$ cat src/rtl/hazard_ctrl.sv
// hazard_ctrl: central stall/forward controller for the 5-stage MIPS pipeline.
//
// Keeps a shadow scoreboard of the instructions in E, M and W (destination,
// remaining Tnew, sources and their use flags). It compares these against the
// instruction in D and produces the stall request and the per-stage operand
// forwarding selects.
//
// Ports:
//   clk, reset        clock, synchronous active-high reset
//   A1_D, A2_D        rs/rt addresses of the D instruction
//   use_rs_D/use_rt_D D instruction reads rs/rt
//   Tuse_rs_D/_rt_D   cycles until rs/rt is needed (0 = D, 1 = E, 2 = M)
//   A3_D, RegWrite_D  destination and write enable of the D instruction
//   Tnew_D            Tnew the D instruction has on entering E
//   stop              hold PC/F2D, bubble into D2E
//   fwd_rs_D/_rt_D    D operand select: 0 RF, 1 E, 2 M, 3 W
//   fwd_rs_E/_rt_E    E operand select: 0 pipeline value, 2 M, 3 W
//   fwd_rt_M          M store data select: 0 pipeline value, 1 W
//   stall_cnt         saturating count of stalled edges (HAZARD_STALL_CNT_EN only)
//
// Optional feature macro: HAZARD_STALL_CNT_EN adds the stall_cnt output.

module hazard_ctrl #(
  parameter int unsigned REG_W = 5,
  parameter int unsigned T_W   = 2,
  parameter int unsigned CNT_W = 32
) (
  input  logic             clk,
  input  logic             reset,
  input  logic [REG_W-1:0] A1_D,
  input  logic [REG_W-1:0] A2_D,
  input  logic             use_rs_D,
  input  logic             use_rt_D,
  input  logic [T_W-1:0]   Tuse_rs_D,
  input  logic [T_W-1:0]   Tuse_rt_D,
  input  logic [REG_W-1:0] A3_D,
  input  logic             RegWrite_D,
  input  logic [T_W-1:0]   Tnew_D,
  output logic             stop,
  output logic [1:0]       fwd_rs_D,
  output logic [1:0]       fwd_rt_D,
  output logic [1:0]       fwd_rs_E,
  output logic [1:0]       fwd_rt_E,
  output logic             fwd_rt_M
`ifdef HAZARD_STALL_CNT_EN
  ,
  output logic [CNT_W-1:0] stall_cnt
`endif
);

  typedef struct packed {
    logic             vld;
    logic [REG_W-1:0] a3;
    logic [T_W-1:0]   tnew;
    logic [REG_W-1:0] a1;
    logic [REG_W-1:0] a2;
    logic             u1;
    logic             u2;
  } sb_entry_t;

  sb_entry_t sb_e_q, sb_e_d;
  sb_entry_t sb_m_q, sb_m_d;
  sb_entry_t sb_w_q, sb_w_d;

  logic stall_rs;
  logic stall_rt;

  function automatic logic [T_W-1:0] sat_dec(input logic [T_W-1:0] x);
    return (x != '0) ? (x - T_W'(1)) : '0;
  endfunction

  // $0 is hard-wired zero: it never matches a producer.
  function automatic logic match(input sb_entry_t s, input logic [REG_W-1:0] r);
    return s.vld && (s.a3 == r) && (r != '0);
  endfunction

  function automatic logic needs_stall(input sb_entry_t e, input sb_entry_t m,
                                       input logic use_r, input logic [REG_W-1:0] r,
                                       input logic [T_W-1:0] tuse);
    return use_r && ((match(e, r) && (e.tnew > tuse)) || (match(m, r) && (m.tnew > tuse)));
  endfunction

  // Youngest matching producer wins; if it is not ready yet it masks older ones.
  function automatic logic [1:0] fwd_d_sel(input sb_entry_t e, input sb_entry_t m,
                                           input sb_entry_t w, input logic [REG_W-1:0] r);
    logic [1:0] sel;
    sel = 2'd0;
    if (match(e, r)) begin
      sel = (e.tnew == '0) ? 2'd1 : 2'd0;
    end else if (match(m, r)) begin
      sel = (m.tnew == '0) ? 2'd2 : 2'd0;
    end else if (match(w, r)) begin
      sel = (w.tnew == '0) ? 2'd3 : 2'd0;
    end
    return sel;
  endfunction

  function automatic logic [1:0] fwd_e_sel(input sb_entry_t m, input sb_entry_t w,
                                           input logic use_r, input logic [REG_W-1:0] r);
    logic [1:0] sel;
    sel = 2'd0;
    if (use_r) begin
      if (match(m, r)) begin
        sel = (m.tnew == '0) ? 2'd2 : 2'd0;
      end else if (match(w, r)) begin
        sel = (w.tnew == '0) ? 2'd3 : 2'd0;
      end
    end
    return sel;
  endfunction

  // Stall and forwarding decode (combinational, same-cycle).
  always_comb begin
    stall_rs = needs_stall(sb_e_q, sb_m_q, use_rs_D, A1_D, Tuse_rs_D);
    stall_rt = needs_stall(sb_e_q, sb_m_q, use_rt_D, A2_D, Tuse_rt_D);
    stop     = (stall_rs | stall_rt) & ~reset;

    fwd_rs_D = fwd_d_sel(sb_e_q, sb_m_q, sb_w_q, A1_D);
    fwd_rt_D = fwd_d_sel(sb_e_q, sb_m_q, sb_w_q, A2_D);
    fwd_rs_E = fwd_e_sel(sb_m_q, sb_w_q, sb_e_q.u1, sb_e_q.a1);
    fwd_rt_E = fwd_e_sel(sb_m_q, sb_w_q, sb_e_q.u2, sb_e_q.a2);
    fwd_rt_M = sb_m_q.u2 && match(sb_w_q, sb_m_q.a2);
  end

  // Scoreboard advance: mirrors the D2E/E2M/M2W registers.
  always_comb begin
    sb_w_d      = sb_m_q;
    sb_w_d.tnew = sat_dec(sb_m_q.tnew);
    sb_m_d      = sb_e_q;
    sb_m_d.tnew = sat_dec(sb_e_q.tnew);
    sb_e_d      = '0;
    if (!stop) begin
      sb_e_d.vld  = RegWrite_D && (A3_D != '0);
      sb_e_d.a3   = A3_D;
      sb_e_d.tnew = Tnew_D;
      sb_e_d.a1   = A1_D;
      sb_e_d.a2   = A2_D;
      sb_e_d.u1   = use_rs_D;
      sb_e_d.u2   = use_rt_D;
    end
  end

  always_ff @(posedge clk) begin
    if (reset) begin
      sb_e_q <= '0;
      sb_m_q <= '0;
      sb_w_q <= '0;
    end else begin
      sb_e_q <= sb_e_d;
      sb_m_q <= sb_m_d;
      sb_w_q <= sb_w_d;
    end
  end

  // Fields carried for completeness of the entry but not consumed downstream.
  logic unused_fields;
  assign unused_fields = ^{sb_m_q.a1, sb_m_q.u1, sb_w_q.a1, sb_w_q.a2, sb_w_q.u1, sb_w_q.u2};

`ifdef HAZARD_STALL_CNT_EN
  logic [CNT_W-1:0] stall_cnt_q, stall_cnt_d;

  always_comb begin
    stall_cnt_d = stall_cnt_q;
    if (stop && (stall_cnt_q != '1)) begin
      stall_cnt_d = stall_cnt_q + CNT_W'(1);
    end
  end

  always_ff @(posedge clk) begin
    if (reset) begin
      stall_cnt_q <= '0;
    end else begin
      stall_cnt_q <= stall_cnt_d;
    end
  end

  assign stall_cnt = stall_cnt_q;
`else
  logic unused_cnt_w;
  assign unused_cnt_w = CNT_W[0];
`endif

endmodule

$ cat config.mk
export PLATFORM = sky130hd
export DESIGN_NAME = hazard_ctrl
export DESIGN_NICKNAME = d
export VERILOG_FILES = /design/src/rtl/hazard_ctrl.sv
export SDC_FILE = /design/constraint.sdc
export NUM_CORES = 1
export LEC_CHECK = 0
export BUFFER_PORTS_ARGS = -buffer_cell sky130_fd_sc_hd__clkbuf_2
export CAP_MARGIN = 20
export CORE_ASPECT_RATIO = 0.8
export CORE_UTILIZATION = 58
export DETAILED_ROUTE_END_ITERATION = 16
export HOLD_SLACK_MARGIN = 0.12
export MAX_ROUTING_LAYER = met4
export PLACE_DENSITY = 0.81
export REMOVE_ABC_BUFFERS = 1
export SYNTH_ARGS = -nofsm -noshare
export SYNTH_HDL_FRONTEND = slang
export SYNTH_SLANG_ARGS = --single-unit
$ cat constraint.sdc
create_clock -name clk -period 5.3 [get_ports clk]
set_input_delay 1.06 -clock clk [delete_from_list [all_inputs] [get_ports clk]]
set_output_delay 1.06 -clock clk [all_outputs]
set_load 0.03 [all_outputs]
==> insert_results.sql <==
INSERT INTO impl_metrics (metric_group, metric, value, unit) VALUES
('pwr', 'power.leakage', '1.04', 'nW'),
('floorplanning', 'initial_core_util', '0.616', ''),
('synth', 'synth_enable_flop_cells', '0', ''),
('placement', 'worst_setup_slack_after_placement', '1110', 'ps'),
('timing', 'maxSlewViolCount', '0', ''),
('placement', 'dp.final_hpwl', '3960', 'um'),
('route', 'postRouteAntennaNets', '0', ''),
('critical_path', 'worstPathCellList', 'clkbuf_2 -> or4_1 -> nor2_1 -> nor4_1 -> or4_4 -> nor2b_1 -> clkbuf_2', ''),
('floorplanning', 'floorplan.core_area', '3880', 'um2'),
('timing', 'fmax', '239', 'MHz'),
('floorplanning', 'num_rows', '20', ''),
('timing', 'fin_worst_skew', '5.33', 'ps'),
('min_path', 'worst_hold_path.num_cells', '1', ''),
('synth', 'synth.avg_cell_area', '9.63', 'um2'),
('floorplanning', 'die_y', '59.4', 'um'),
('global_routing', 'antenna_found_initial', '0', ''),
('clock_tree', 'cts_buffers', '5', ''),
('placement', 'gpl.final_weighted_congestion', '0.822', ''),
('synth', 'yosys_register_bits', '42', ''),
('floorplanning', 'dieArea', '4380', 'um2'),
('clock_tree', 'cts_buffer_depth', '2', ''),
('timing', 'timing_worst_slew_pin_value', '599', 'ps'),
('pwr', 'cellPowerDensity', '243', 'nW/um2'),
('pwr', 'vdd.ir_drop.worst', '0.184', 'mV'),
('timing', 'slew_headroom', '0.600', ''),
('critical_path', 'timing.reg2reg.worst_path_depth', '6', ''),
('min_path', 'min_from', 'sb_m_q[12]$_SDFF_PP0_', ''),
('pwr', 'switchingPower', '169', 'uW'),
('route', '1st_pass_router_iterations', '4', ''),
('critical_path', 'worst_path_most_repeated_cell', 'clkbuf_2', ''),
('synth', 'asyncSetResetFlopFracSynth', '0', ''),
('clock_tree', 'clock_tree.htree_level_count', '2', ''),
('synth', 'synth_ff_type', 'dfxtp_1', ''),
('final_layout', 'finish.net_count', '310', ''),
('clock_tree', 'post_cts_resize_count', '0', ''),
('floorplanning', 'die_w', '73.7', 'um'),
('route', 'drt-total-wl', '5110', 'um'),
('synth', 'synth_sequential_area_ratio', '0.352', ''),
('timing', 'hold_violations', '0', ''),
('timing', 'period_minus_slack', '4190', 'ps'),
('pwr', 'power.combinational.fraction', '0.156', ''),
('critical_path', 'rr_startpoint', 'sb_e_q[13]$_SDFF_PP0_', ''),
('final_layout', 'final_layout_size_suffix_gt1_frac', '0.237', ''),
('synth', 'netlist.top_cell.by_area', 'dfxtp_1', ''),
('min_path', 'hold_path.class', 'flip-flop to flip-flop', ''),
('run_status', 'status', 'finished clean', ''),
('critical_path', 'critical_path_rt', '4240', 'ps'),
('floorplanning', 'io_pins', '36', ''),
('clock_tree', 'clk_pin_slew', '80', 'ps'),
('global_routing', 'grt_pass1_vias', '1659', ''),
('global_routing', 'grt_max_degree', '44', ''),
('timing', 'post-route-period-util', '0.791', ''),
('synth', 'yosys_warnings', '0', ''),
('final_layout', 'area.growth.synth_to_final', '10.4', '%'),
('critical_path', 'arrival', '3130', 'ps'),
('flow_run', 'drv.max_cap_violation_count', '0', ''),
('route', 'initialDrtViolationCount', '84', ''),
('critical_path', 'worst-path-max-fanout', '21', ''),
('clock_tree', 'clock_sink_count', '42', ''),
('synth', 'synthesis.area', '2390', 'um2'),
('pwr', 'power_frac_clock', '0.300', ''),
('synth', 'synth.distinct_cells', '33', ''),
('synth', 'synthCells', '248', ''),
('global_routing', 'grt_first_pass_wirelength', '8050', 'um'),
('critical_path', 'setup.worst_path.start_class', 'primary input', ''),
('route', 'drc', '0', ''),
('critical_path', 'rrSetupSlack', '3180', 'ps'),
('clock_tree', 'clock_tree.root_cell', 'clkbuf_8', ''),
('clock_tree', 'insertion_delay', '290', 'ps'),
('synth', 'ys_top_cells_by_area', 'dfxtp_1 35%, xnor2_1 15%, nor3b_2 10%', ''),
('route', 'routed_via_density', '5.31', '');
power groups by stage:
stage	Combinational, mW	Clock (mW)	Sequential (mW)
2_1_floorplan	0.0659	0	0.350
3_3_place_gp	0.0965	0	0.356
3_5_place_dp	0.0994	0	0.356
4_1_cts	0.100	0.196	0.349
5_1_grt	0.111	0.210	0.351
6_report	0.100	0.193	0.349
worst max-delay path: cells and delay by family:
family                 cells  cell delay (ps)
and+or+nand+nor            5             1720
buffers and inverters      2              350
per-stage QoR:
| stage | utilization | hold WS [ps] | total power, mW | std cells | instance area [um2] |
|---|---|---|---|---|---|
| floorplan | - | 394 | 0.416 | 231 | 2310 |
| global placement | 0.660 | 413 | 0.453 | 322 | 2560 |
| detailed placement | 0.660 | 413 | 0.456 | 322 | 2560 |
| CTS | 0.680 | 423 | 0.645 | 329 | 2640 |
| global route | 0.680 | 463 | 0.672 | 329 | 2640 |
| finish | 0.680 | 425 | 0.642 | 329 | 2640 |
cell type report:
| cell class | count | area (um2) |
|---|---|---|
| inverter | 9 | 33.8 |
| fill | 337 | 1240 |
| clock buffer | 7 | 76.3 |
| tap | 55 | 68.8 |
| multi-input combinational | 180 | 1440 |
| sequential | 42 | 841 |
| timing repair buffer | 36 | 183 |
sequential cells by signal, summed over array words and instances (netlist names):
name and cells:
sb_e_q 20, sb_m_q 14, sb_w_q 8
cell usage after synthesis, types with 3 or more instances:
master and instances:
clkbuf_1 15, dfxtp_1 42, ha_1 10, inv_1 9
nand2_1 11, nand3_1 3, nand4_1 8, nor2_1 8
nor2b_1 22, nor3_1 8, nor3b_2 19, nor4_1 9
o211ai_1 4, or4_1 4, xnor2_1 42, xor2_1 12
cell families (layout without fill, tap and decap cells):
kind of cell | count (synthesis) | in the layout | synth area share
buf+inv | 26 | 52 | 0.0471
mux | 3 | 3 | 0.0136
xor+xnor | 54 | 54 | 0.198
simple gates | 101 | 101 | 0.300
fa+ha+maj | 10 | 10 | 0.0524
flops | 42 | 42 | 0.352
compound gates | 12 | 12 | 0.0372
placed cells by master (no fill, tap or decap), drive strengths merged, types with 2 or more instances in the layout:
cell and count:
o211ai 4, xor2 12, nand2 11, inv 9, clkbuf 42, nor4 9
and2 2, or4 6, nand4 8, mux2 2, ha 10, nor2b 22
nor3b 21, xnor2 42, nand3 3, o21ai 2, dfxtp 42, nor3 9
nor2 9
worst max-delay path by stage:
| stage | start | end | slack [ps] |
|---|---|---|---|
| after global routing | A1_D[1] | stop | 1010 |
| after CTS | A1_D[1] | stop | 1110 |
| final | A1_D[1] | stop | 1110 |
| after detailed placement | A1_D[1] | stop | 1110 |
| after floorplan | A1_D[1] | stop | 1470 |
| after global placement | A1_D[1] | stop | 1130 |
metal layers:
layer / track usage / vias to the layer above / wire length, um
met3: 0.0578 / 4 / 278
li1: - / 892 / -
met5: - / - / 0
met2: 0.402 / 45 / 2280
met4: 0.0577 / 0 / 30
met1: 0.354 / 807 / 2520
No activity file was read; power rests on OpenSTA's default activity.
